File: src/rtl/prio_bus_arbiter_if.sv
// prio_bus_arbiter_if: request/grant bundle between requesting engines and the bus arbiter
interface prio_bus_arbiter_if;
   logic       EI;
   logic [7:0] req;
   logic [7:0] gnt;
   logic [2:0] gnt_id;
   logic       gnt_valid;
   logic       GS;
   logic       EO;
   logic       timeout;
   modport master (output EI, req, input gnt, gnt_id, gnt_valid, GS, EO, timeout);
   modport slave (input EI, req, output gnt, gnt_id, gnt_valid, GS, EO, timeout);
endinterface

File: src/rtl/prio_bus_arbiter.sv
// prio_bus_arbiter: 8-requester arbiter with CD4532-style priority, grant hold-timeout and GAP turnaround.
// Define PRIO_ARB_ROTATE_EN for rotating priority (last winner becomes lowest priority).
module prio_bus_arbiter #(
   parameter int TIMEOUT = 16
) (
   input logic clk,
   input logic rst,
   prio_bus_arbiter_if.slave bus
);
   typedef enum logic [1:0] {IDLE, BUSY, GAP} state_t;
   localparam logic [7:0] TLIM = 8'(TIMEOUT == 0 ? 0 : TIMEOUT - 1);
   state_t state, state_n;
   logic [7:0] blk, blk_n, cnt, cnt_n, gnt_n, cand;
   logic [2:0] id_n, w;
   logic valid_n, to_n, hit;
   assign cand = bus.req & ~blk;
   assign hit = |cand;
`ifdef PRIO_ARB_ROTATE_EN
   logic [2:0] last_id;
   logic [2:0] k;
   // smallest distance below last_id wins; last_id itself comes last
   always_comb begin
      w = '0;
      k = '0;
      for (int i = 8; i >= 1; i--) begin
         k = last_id - 3'(i);
         if (cand[k]) w = k;
      end
   end
   always_ff @(posedge clk)
      if (rst) last_id <= '0;
      else if (state == IDLE && bus.EI && hit) last_id <= w;
`else
   always_comb begin
      w = '0;
      for (int i = 0; i < 8; i++) if (cand[i]) w = 3'(i);
   end
`endif
   always_comb begin
      state_n = state;
      gnt_n = bus.gnt;
      id_n = bus.gnt_id;
      valid_n = bus.gnt_valid;
      cnt_n = cnt;
      to_n = 1'b0;
      blk_n = blk & bus.req;
      case (state)
         IDLE:
            if (bus.EI && hit) begin
               state_n = BUSY;
               gnt_n = 8'b1 << w;
               id_n = w;
               valid_n = 1'b1;
               cnt_n = '0;
            end
         BUSY:
            if (!bus.req[bus.gnt_id] || (TIMEOUT != 0 && cnt == TLIM)) begin
               state_n = GAP;
               gnt_n = '0;
               id_n = '0;
               valid_n = 1'b0;
               // a forced revoke blocks the owner until it drops its request
               if (bus.req[bus.gnt_id]) begin
                  to_n = 1'b1;
                  blk_n = blk_n | (8'b1 << bus.gnt_id);
               end
            end else cnt_n = cnt == 8'hff ? cnt : cnt + 8'd1;
         default: state_n = IDLE;
      endcase
   end
   always_ff @(posedge clk)
      if (rst) begin
         state <= IDLE;
         blk <= '0;
         cnt <= '0;
         bus.gnt <= '0;
         bus.gnt_id <= '0;
         bus.gnt_valid <= 1'b0;
         bus.GS <= 1'b0;
         bus.EO <= 1'b0;
         bus.timeout <= 1'b0;
      end else begin
         state <= state_n;
         blk <= blk_n;
         cnt <= cnt_n;
         bus.gnt <= gnt_n;
         bus.gnt_id <= id_n;
         bus.gnt_valid <= valid_n;
         bus.GS <= bus.EI && hit;
         bus.EO <= bus.EI && !hit;
         bus.timeout <= to_n;
      end
endmodule

File: src/flat_wrapper.sv
// flat-port wrapper written by rule: the top's interface ports become plain ports
module prio_bus_arbiter_flat 
#(
   parameter int TIMEOUT = 16
)
  (clk, rst, bus_EI, bus_req, bus_gnt, bus_gnt_id, bus_gnt_valid, bus_GS, bus_EO, bus_timeout);
  prio_bus_arbiter_if bus_i ();
  input logic clk;
  input logic rst;
  input wire logic [$bits(bus_i.EI)-1:0] bus_EI;
  input wire logic [$bits(bus_i.req)-1:0] bus_req;
  output wire logic [$bits(bus_i.gnt)-1:0] bus_gnt;
  output wire logic [$bits(bus_i.gnt_id)-1:0] bus_gnt_id;
  output wire logic [$bits(bus_i.gnt_valid)-1:0] bus_gnt_valid;
  output wire logic [$bits(bus_i.GS)-1:0] bus_GS;
  output wire logic [$bits(bus_i.EO)-1:0] bus_EO;
  output wire logic [$bits(bus_i.timeout)-1:0] bus_timeout;
  assign bus_i.EI = bus_EI;
  assign bus_i.req = bus_req;
  assign bus_gnt = bus_i.gnt;
  assign bus_gnt_id = bus_i.gnt_id;
  assign bus_gnt_valid = bus_i.gnt_valid;
  assign bus_GS = bus_i.GS;
  assign bus_EO = bus_i.EO;
  assign bus_timeout = bus_i.timeout;
  prio_bus_arbiter #(.TIMEOUT(TIMEOUT)) u_core (.clk(clk), .rst(rst), .bus(bus_i));
endmodule
File: config.mk
export PLATFORM = sky130hd
export DESIGN_NAME = prio_bus_arbiter_flat
export DESIGN_NICKNAME = d
export VERILOG_FILES = /design/src/rtl/prio_bus_arbiter_if.sv /design/src/rtl/prio_bus_arbiter.sv /design/src/flat_wrapper.sv
export SDC_FILE = /design/constraint.sdc
export NUM_CORES = 1
export LEC_CHECK = 0
export CAP_MARGIN = 20
export CORE_MARGIN = 3
export CORE_UTILIZATION = 45
export CTS_CLUSTER_SIZE = 16
export DETAILED_ROUTE_END_ITERATION = 12
export PLACE_DENSITY_LB_ADDON = 0.12
export SETUP_SLACK_MARGIN = 0.3
export SKIP_LAST_GASP = 1
export SLEW_MARGIN = 25
export SYNTH_ARGS = -nofsm -noshare
export SYNTH_HDL_FRONTEND = slang
export SYNTH_SLANG_ARGS = --single-unit
export TNS_END_PERCENT = 5
File: constraint.sdc
create_clock -name clk -period 3.7 [get_ports clk]
set_input_delay 0.74 -clock clk [delete_from_list [all_inputs] [get_ports clk]]
set_output_delay 0.74 -clock clk [all_outputs]
set_load 0.01 [all_outputs]
---- Word-level counts from Yosys, hierarchy flattened ----
Cells that the tools add are included.
Widths: inputs -> output; s select.
storage, ports and cells
  input bits .............................. 11
  word-level logic and storage cells ...... 67
  output and inout bits ................... 15
  register bits after elaboration ......... 33
operators by class
  $lt $le $gt $ge ......................... 1
  equality and inequality tests ........... 7
  multiplexer cells ....................... 29
  bitwise logic cells ..................... 6
  reductions and logical operators ........ 12
  shift-type cells ........................ 2
  add/subtract/negate cells ............... 1
operator list
  operator             number
  $mux 8               8
  $pmux 8 s2           2
  $mux 3               8
  $and 8x8->8          2
  $shl 1x3->8 const A  2
  $add 8x1->8 const B  1
  $eq 8x4->1 const B   1
  $eq 8x8->1 const B   1
  $not 8->8            1
  $or 8x8->8           1
  $reduce_or 8->1      1
  $pmux 3 s2           1
  $mux 1               5
  $lt 3x4->1 const B   1
  $mux 2               2
  $ne 2x1->1 const B   2
  $ne 2x2->1 const B   2
  $pmux 2 s2           1
  $reduce_and 4->1     1
  $bmux 1 s3           1
  $reduce_and 3->1     1
  $reduce_or 3->1      1
  $eq 2x1->1 const B   1
  $logic_and 1x1->1    2
  7 further kinds      9

---- Longest topological paths before layout ----
Gate-level depths: netlist (run 1).
  depth in word-level cells ............... 12
  gate-level depth with buffers ........... 7
  mapped depth without buffers ............ 6

---- Worst setup path before layout (run 1) ----
Ideal clock, no wire load.
  path kind ............................... input -> register
  start point ............................. input bus_req[5]
  end point ............................... register u_core.bus.gnt_id[0]
  setup slack ............................. 1.487 ns
  data required time ...................... 3.583 ns
  path buffers ............................ 1
  library setup time ...................... 0.117 ns
  stages on the path ...................... 6
  arrival time ............................ 2.096 ns
  cell sequence ........................... mux4_2 -> mux2i_4 -> o21ai_1 -> and3b_1 -> buf_2 -> a22o_1
between the ends
  cells in the longest elaborated chain, start to end .. 6
  elaborated cells between the ends (all ways) .. 15
  those cells by class .................... eq/ne: 2; mux: 7; bitwise: 1; reduce/logical: 5
RTL lines
  element                                                          line                                            source
  start: declaration                                               flat_wrapper.sv:11                              input wire logic [$bits(bus_i.req)-1:0] bus_req;
  $bmux 1 s3 / $and 8x8->8 (equally long branches)                 prio_bus_arbiter.sv:57, prio_bus_arbiter.sv:16
  $mux 1 (implied by the code) / $mux 3 (equally long branches)    prio_bus_arbiter.sv:57, prio_bus_arbiter.sv:36
  $logic_not 1->1 / $mux 3 (equally long branches)                 prio_bus_arbiter.sv:57, prio_bus_arbiter.sv:36
  $logic_or 1x1->1 / $mux 3 (equally long branches)                prio_bus_arbiter.sv:57, prio_bus_arbiter.sv:36
  $ne 2x1->1 (no line) / $mux 3 (equally long branches)            -
  $reduce_and 3->1 (no line) / $pmux 3 s2 (equally long branches)  -
  end signal: assignment                                           prio_bus_arbiter.sv:87                          bus.gnt_id <= id_n;
  end: declaration                                                 prio_bus_arbiter_if.sv:12                       modport slave (input EI, req, output gnt, gnt_id, gnt_valid, GS, EO, timeout);
Parallel ways exist; a longest one is shown, timed or not. The select of a mux whose other input is x is not followed.
A chain may end at the register's enable or synchronous reset.

---- Worst setup path after layout (run 1) ----
  start point ............................. input bus_req[2]
  end point ............................... register u_core.bus.gnt_id[1]
between the ends
  cells in the longest elaborated chain, start to end .. 9
  elaborated cells between the ends (all ways) .. 18
  those cells by class .................... eq/ne: 2; mux: 10; bitwise: 1; reduce/logical: 5
RTL lines
  element               line                    source
  $and 8x8->8           prio_bus_arbiter.sv:16  assign cand = bus.req & ~blk;
  $mux 3 (6 in series)  prio_bus_arbiter.sv:36  for (int i = 0; i < 8; i++) if (cand[i]) w = 3'(i);
  $mux 3                prio_bus_arbiter.sv:49  if (bus.EI && hit) begin
  $pmux 3 s2            prio_bus_arbiter.sv:47  case (state)
Parallel ways exist; a longest one is shown, timed or not. The select of a mux whose other input is x is not followed.

==> key figures, run 1 <==
Setup path
  – CP max stage cell: a2111oi_2
  – Nature of the critical path startpoint: input pin
  – Max Fanout on Critical Path: 10
  – Crit path from: bus_req[2]
  – Crit-path max cell delay: 0.71 ns
  – Reg2Reg Launch Point: u_core.bus.gnt_id[0]
  – CP Capture Type: register
  – Reg2reg setup slack: ~1.4 ns
  – Worst endpoint data arrival time: approximately 3.0 ns
  – Path type of the worst setup path: input pin to register
  – Worst EP required: 3.99 ns
  – Crit path cell chain: clkdlybuf4s50_1 -> nor2b_1 -> a2111oi_2 -> a21bo_2 -> and3b_1 -> a22o_1

Drt
  – Routed via count: ~1500
  – Routed len/inst: 16.53 um
  – Via/cell ratio: 5.996
  – Post-route ant nets: 0
  – Total Wirelength: 4018 um
  – # DRC: 0
  – Initial drt markers: 81
  – Drt first pass iters: 4

STA
  – Unrepaired setup endpoints after global routing: false
  – Final Hold Fails: 0
  – Slew margin rel.: 50.08%
  – Fin crit share: 73.90%
  – Worst Tran Pin Value: 0.7474 ns
  – Final Critical Period: 2.734 ns
  – # setup viols final: 0
  – Slew Viols, Final: 0
  – Total negative slack: 0 ns
  – Clock skew: between 0.007 and 0.008 ns
  – Max Clk Rate: 0.3657 GHz

Status
  – Outcome: finished, final reports clean

Place
  – RePlAce Congestion: around 0.82
  – Hpwl dp: 2931 um
  – Placed cell count: between 200 and 250
  – IO buf count: 25

Clock tree
  – Clock transition at path regs: 0.10 ns
  – CTS H-tree lvls: 2
  – # clock sinks: 33
  – CTS max path bufs: 2
  – CTS tree: done
  – Post-CTS Setup Repair Bufs: 0
  – Post-CTS sizing: 0
  – # hold bufs at CTS: 0
  – Clock root buffer master: clkbuf_4
  – TritonCTS Buffers: 5
  – Clk_lat worst skew: 0.34 ns

Synth
  – Cells after synthesis: 170
  – Synth Cell Area: 1599 um^2
  – Syn_nets: 182
  – Async SR Flop Fraction: 0%
  – Synth Register Bits: 33
  – Seq/Total Area, Yosys: ~41%
  – Synth warn: 0
  – Yosys cell types: 44
  – Main flop type after synthesis: dfxtp_1
  – Post-synth EDFFs: 0
  – Mapped Avg Cell Area: 9.406 um^2

Job
  – MaxCap Viol Count: 0

Die
  – Num rows: 21
  – Die H: 65.61 um
  – Die Wd: 65.61 um
  – Ports: 26
  – Initial cell density of the core: 47.18%
  – Die area: 4305 um^2
  – Core area: 3390 um^2

Power
  – Total power per unit cell area: roughly 380 nW/um^2
  – Clk pwr share: between 30% and 40%
  – Switching Power: 0.2031 mW
  – Worst VDD drop: 0.2373 mV
  – P_leak: 0.6804 nW
  – Register share of total power: 51.9%
  – Comb pwr share: 16.3%
  – Internal Pwr Total: 0.5315 mW
  – Switching Fraction: 27.65%

Global routing
  – First-pass GRT wire length: 6913 um
  – Antenna violations before repair: 0
  – Number of global-route vias before repair: 1390
  – GR Util All Layers: 21.15%
  – GRT overflow: 0
  – Largest net degree at the start of global routing: 26

Finish
  – Ant diodes: 0
  – P&R area growth vs syn: 21.75%
  – Layout cells sized above 1: 8.122%
  – Layout Cells excl Fill: 243
  – Final net count: 208

Hold path
  – Hold Crit Class: register to register
  – HP Start: u_core.bus.gnt[0]
[final timing paths]
kind | end | depth (start not counted)
worst max-delay path | u_core.bus.gnt_id[1] | 6
worst min register to register | u_core.bus.gnt[0] | 1
worst max register to register | u_core.bus.gnt_id[1] | 5
worst min-delay path | u_core.bus.gnt[0] | 1
[sequential cells by signal, indices dropped and copies added, names as in the netlist]
| name | count |
|---|---|
| u_core.state | 2 |
| u_core.bus.gnt_valid | 1 |
| u_core.blk | 8 |
| u_core.bus.timeout | 1 |
| u_core.bus.EO | 1 |
| u_core.bus.gnt_id | 3 |
| u_core.bus.GS | 1 |
| u_core.cnt | 8 |
| u_core.bus.gnt | 8 |
[per-stage QoR]
stage          cell area, um^2  setup WS [ns]  power [mW]  utilization (%)  hold slack (ns)
3_3_place_gp              1877         0.7227      0.5053            55.37           0.4510
6_report                  1947         0.9657      0.7345            57.44           0.4814
5_1_grt                   1947         0.8210      0.7730            57.44           0.5080
3_5_place_dp              1877         0.6476      0.5068            55.37           0.4556
4_1_cts                   1947         0.9835      0.7404            57.44           0.4818
2_1_floorplan             1599          1.487      0.4616                -           0.4491
[cell usage after synthesis (all sizes together) (2+ instances only)]
library cell	number	area, um^2
a211o	2	17.52
a21oi	10	50.05
a22o	5	43.79
a22oi	6	45.04
a32o	3	30.03
a32oi	2	17.52
and3	2	12.51
and4	2	17.52
and4b	3	30.03
buf	4	26.27
clkbuf	3	11.26
dfxtp	33	660.6
mux4	3	67.56
nand2	4	15.01
nand2b	7	43.79
nand3	10	50.05
nor2	17	63.81
nor2b	10	62.56
nor3	9	45.04
nor4	3	25.02
o211ai	2	15.01
o21a	3	22.52
o21ai	3	15.01
o2bb2ai	2	17.52
o31ai	2	15.01
or3	5	31.28
[area by class of cell]
type,count,area [um^2]
Clock buffer,7,65.06
Clock inverter,1,5.005
Fill cell,301,1443
Inverter,1,3.754
Multi-Input combinational cell,129,897.1
Sequential cell,33,660.6
Tap cell,46,57.56
Timing Repair Buffer,26,257.7
[critical path, delay by kind of cell]
family / cells / cell delay [ns]
AOI/OAI and AO/OA: 3 / 1.24
buffers and inverters: 1 / 0.46
and+or+nand+nor: 2 / 0.57
[power groups by stage]
stage,logic [mW],registers (mW),clock network [mW]
2_1_floorplan,0.0780,0.384,0
3_3_place_gp,0.117,0.388,0
3_5_place_dp,0.118,0.389,0
4_1_cts,0.119,0.381,0.241
5_1_grt,0.130,0.384,0.259
6_report,0.120,0.381,0.234
[kinds of logic (layout without fill, tap and decap cells)]
logic type | after synthesis | in the layout | share of synthesized area, %
DFF | 33 | 33 | 41.31
and+or+nand+nor | 77 | 77 | 27.39
adders and majority gates | 1 | 1 | 0.7823
AOI/OAI and AO/OA | 47 | 47 | 22.30
muxes | 4 | 4 | 5.633
buffers and inverters | 8 | 35 | 2.582
[cell usage in the layout (no fill, tap or decap), drive strengths merged, types with 3 or more instances in the layout]
cell,n
dfxtp,33
clkdlybuf4s50,25
nor2,17
nor2b,10
a21oi,10
nand3,10
nor3,9
nand2b,7
clkbuf,7
a22oi,6
or3,5
a22o,5
nand2,4
mux4,3
a32o,3
and4b,3
o21a,3
nor4,3
o21ai,3
[metal layers]
layer / vias to the layer above / routed length [um] / global-route usage, %
li1: 705 / - / -
met1: 691 / 1939 / 29.94
met2: 55 / 1759 / 30.21
met3: 6 / 279 / 7.521
met4: 0 / 40 / 5.699
met5: - / 0 / 0
Note: power is estimated with default switching activity, not from simulation.
==> inputs of run 2 (changes only) <==
==> constraint.sdc (replaced) <==
create_clock -name clk -period 2.5 [get_ports clk]
set_input_delay 0.5 -clock clk [delete_from_list [all_inputs] [get_ports clk]]
set_output_delay 0.5 -clock clk [all_outputs]
set_load 0.01 [all_outputs]
==> key figures, run 2 (synthesis gave the netlist of run 1 again) <==
Clock tree
  – CTS H-tree lvls: 2
  – Post-CTS Setup Repair Bufs: 0
  – Clock transition at path regs: 0.10 ns
  – # clock sinks: 33
  – CTS tree: done
  – Clock root buffer master: clkbuf_4
  – CTS max path bufs: 2
  – TritonCTS Buffers: 5
  – Clk_lat worst skew: ~0.33 ns

Setup path
  – Cells on worst reg2reg path: 6
  – Path type of the worst setup path: input pin to register
  – RR Endpoint: u_core.bus.gnt[2]
  – Nature of the critical path startpoint: input pin
  – Worst EP required: 2.73 ns
  – CP Capture Type: register
  – Reg2reg setup slack: 0.41 ns
  – Worst endpoint data arrival time: 2.40 ns
  – Reg2Reg Launch Point: u_core.bus.gnt_id[0]
  – Max Fanout on Critical Path: 10

Drt
  – Total Wirelength: 3954 um
  – Drt first pass iters: 4
  – Via/cell ratio: 5.821
  – Routed via count: roughly 1500
  – Initial drt markers: between 100 and 150
  – Post-route ant nets: 0
  – Routed len/inst: 15.03 um
  – # DRC: 0

Global routing
  – Antenna violations before repair: 0
  – GRT overflow: 0
  – GR Util All Layers: between 20 and 25%
  – Number of global-route vias before repair: 1468
  – First-pass GRT wire length: 6741 um
  – Largest net degree at the start of global routing: 26

Hold path
  – Hold Path Stages: 1
  – HP Start: u_core.bus.gnt[1]
  – Hold Crit Class: register to register
  – WHS Endpoint: u_core.bus.gnt[1]

Finish
  – P&R area growth vs syn: 31.53%
  – Layout cells sized above 1: 17.05%
  – Largest registers: u_core.blk: 8 flops, u_core.bus.gnt: 8 flops, u_core.cnt: 8 flops
  – Commonest non-fill, non-tap cell in the layout: dfxtp_1
  – Most frequent cells in the layout: 33 x dfxtp_1, 25 x clkdlybuf4s50_1, 21 x buf_4, 17 x nor2_1
  – Final net count: 228
  – Ant diodes: 0

Power
  – P_leak: 0.7787 nW
  – Worst VDD drop: ~0.27 mV
  – Total power per unit cell area: 533.1 nW/um^2

STA
  – Final Hold Fails: 0
  – # setup viols final: 0
  – Fin crit share: 86.80%
  – Unrepaired setup endpoints after global routing: true
  – Slew margin rel.: 65.42%
  – Final setup margin: 0.3300 ns
  – Clock skew: around 0.0077 ns
  – Total negative slack: 0 ns
  – Max Clk Rate: 0.4608 GHz
  – Worst Tran Pin Value: 0.5122 ns
  – Slew Viols, Final: 0
  – Final Critical Period: 2.170 ns

Die
  – Die H: between 60 and 70 um
  – Core area: 3390 um^2
  – Ports: 26
  – Die Wd: 65.61 um
  – Num rows: 21
  – Die area: 4305 um^2
  – Initial cell density of the core: between 40% and 50%

Place
  – RePlAce Congestion: 0.8229
  – Worst slack, placed: around 0.0097 ns
  – Hpwl dp: roughly 3000 um
  – IO buf count: 25

Status
  – Outcome: finished, final reports clean

Job
  – MaxCap Viol Count: 0
[run 2: cell types whose count changed in the layout (fill, tap and decap cells not counted), sizes merged]
cell,before,now
buf,1,21
[run 2: routing by layer]
layer	part of all wire, %	track usage [%]	up-vias	wire, um
li1	-	-	747	-
met4	0.78	5.181	0	31
met2	43	29.84	46	1701
met5	0	0	-	0
met3	5.8	5.812	5	231
met1	50	28.84	733	1990
[run 2: per-stage QoR]
stage | std cells | hold slack [ns] | area (um^2) | power [mW] | util [%]
floorplan | 170 | 0.4491 | 1599 | 0.6832 | -
global placement | 255 | 0.4486 | 2027 | 0.7831 | 59.80
detailed placement | 255 | 0.4472 | 2027 | 0.7851 | 59.80
CTS | 263 | 0.4771 | 2097 | 1.133 | 61.87
global route | 263 | 0.4858 | 2103 | 1.185 | 62.05
finish | 263 | 0.4719 | 2103 | 1.121 | 62.05
[run 2: power by group]
part           total, mW  switching, mW  internal [mW]
Sequential         0.561         0.0204          0.541
Combinational      0.215          0.102          0.114
Clock              0.345          0.182          0.163
[run 2: timing repair]
| action | CTS | global route |
|---|---|---|
| endpoints found under the setup margin | 0 | 2 |
| resized for setup | 0 | 1 |
| hold buffers | 0 | 0 |
[run 2: how the worst max path moves through the flow]
stage,from,endpoint,cells after the start
finish,bus_req[4],u_core.bus.gnt[2],7
global route,bus_req[4],u_core.bus.gnt[2],7
CTS,bus_req[4],u_core.bus.gnt[2],7
detailed placement,bus_req[4],u_core.bus.gnt[2],7
global placement,bus_req[4],u_core.bus.gnt[3],7
floorplan,u_core.bus.gnt_id[0],u_core.bus.gnt_id[0],7
[run 2: critical path, stage by stage]
cell and delay [ns]:
clkdlybuf4s50_1 0.47, mux4_2 0.53, mux2i_4 0.18, o21ai_1 0.13, and3b_1 0.18, buf_4 0.16
a22o_1 0.24
[run 2: final cells by class]
class | instances | area, um^2
fill | 309 | 1286
inverter | 1 | 3.754
clock inverter | 1 | 5.005
sequential | 33 | 660.6
tap | 46 | 57.56
multi-input combinational | 129 | 903.4
timing repair buffer | 46 | 407.9
clock buffer | 7 | 65.06
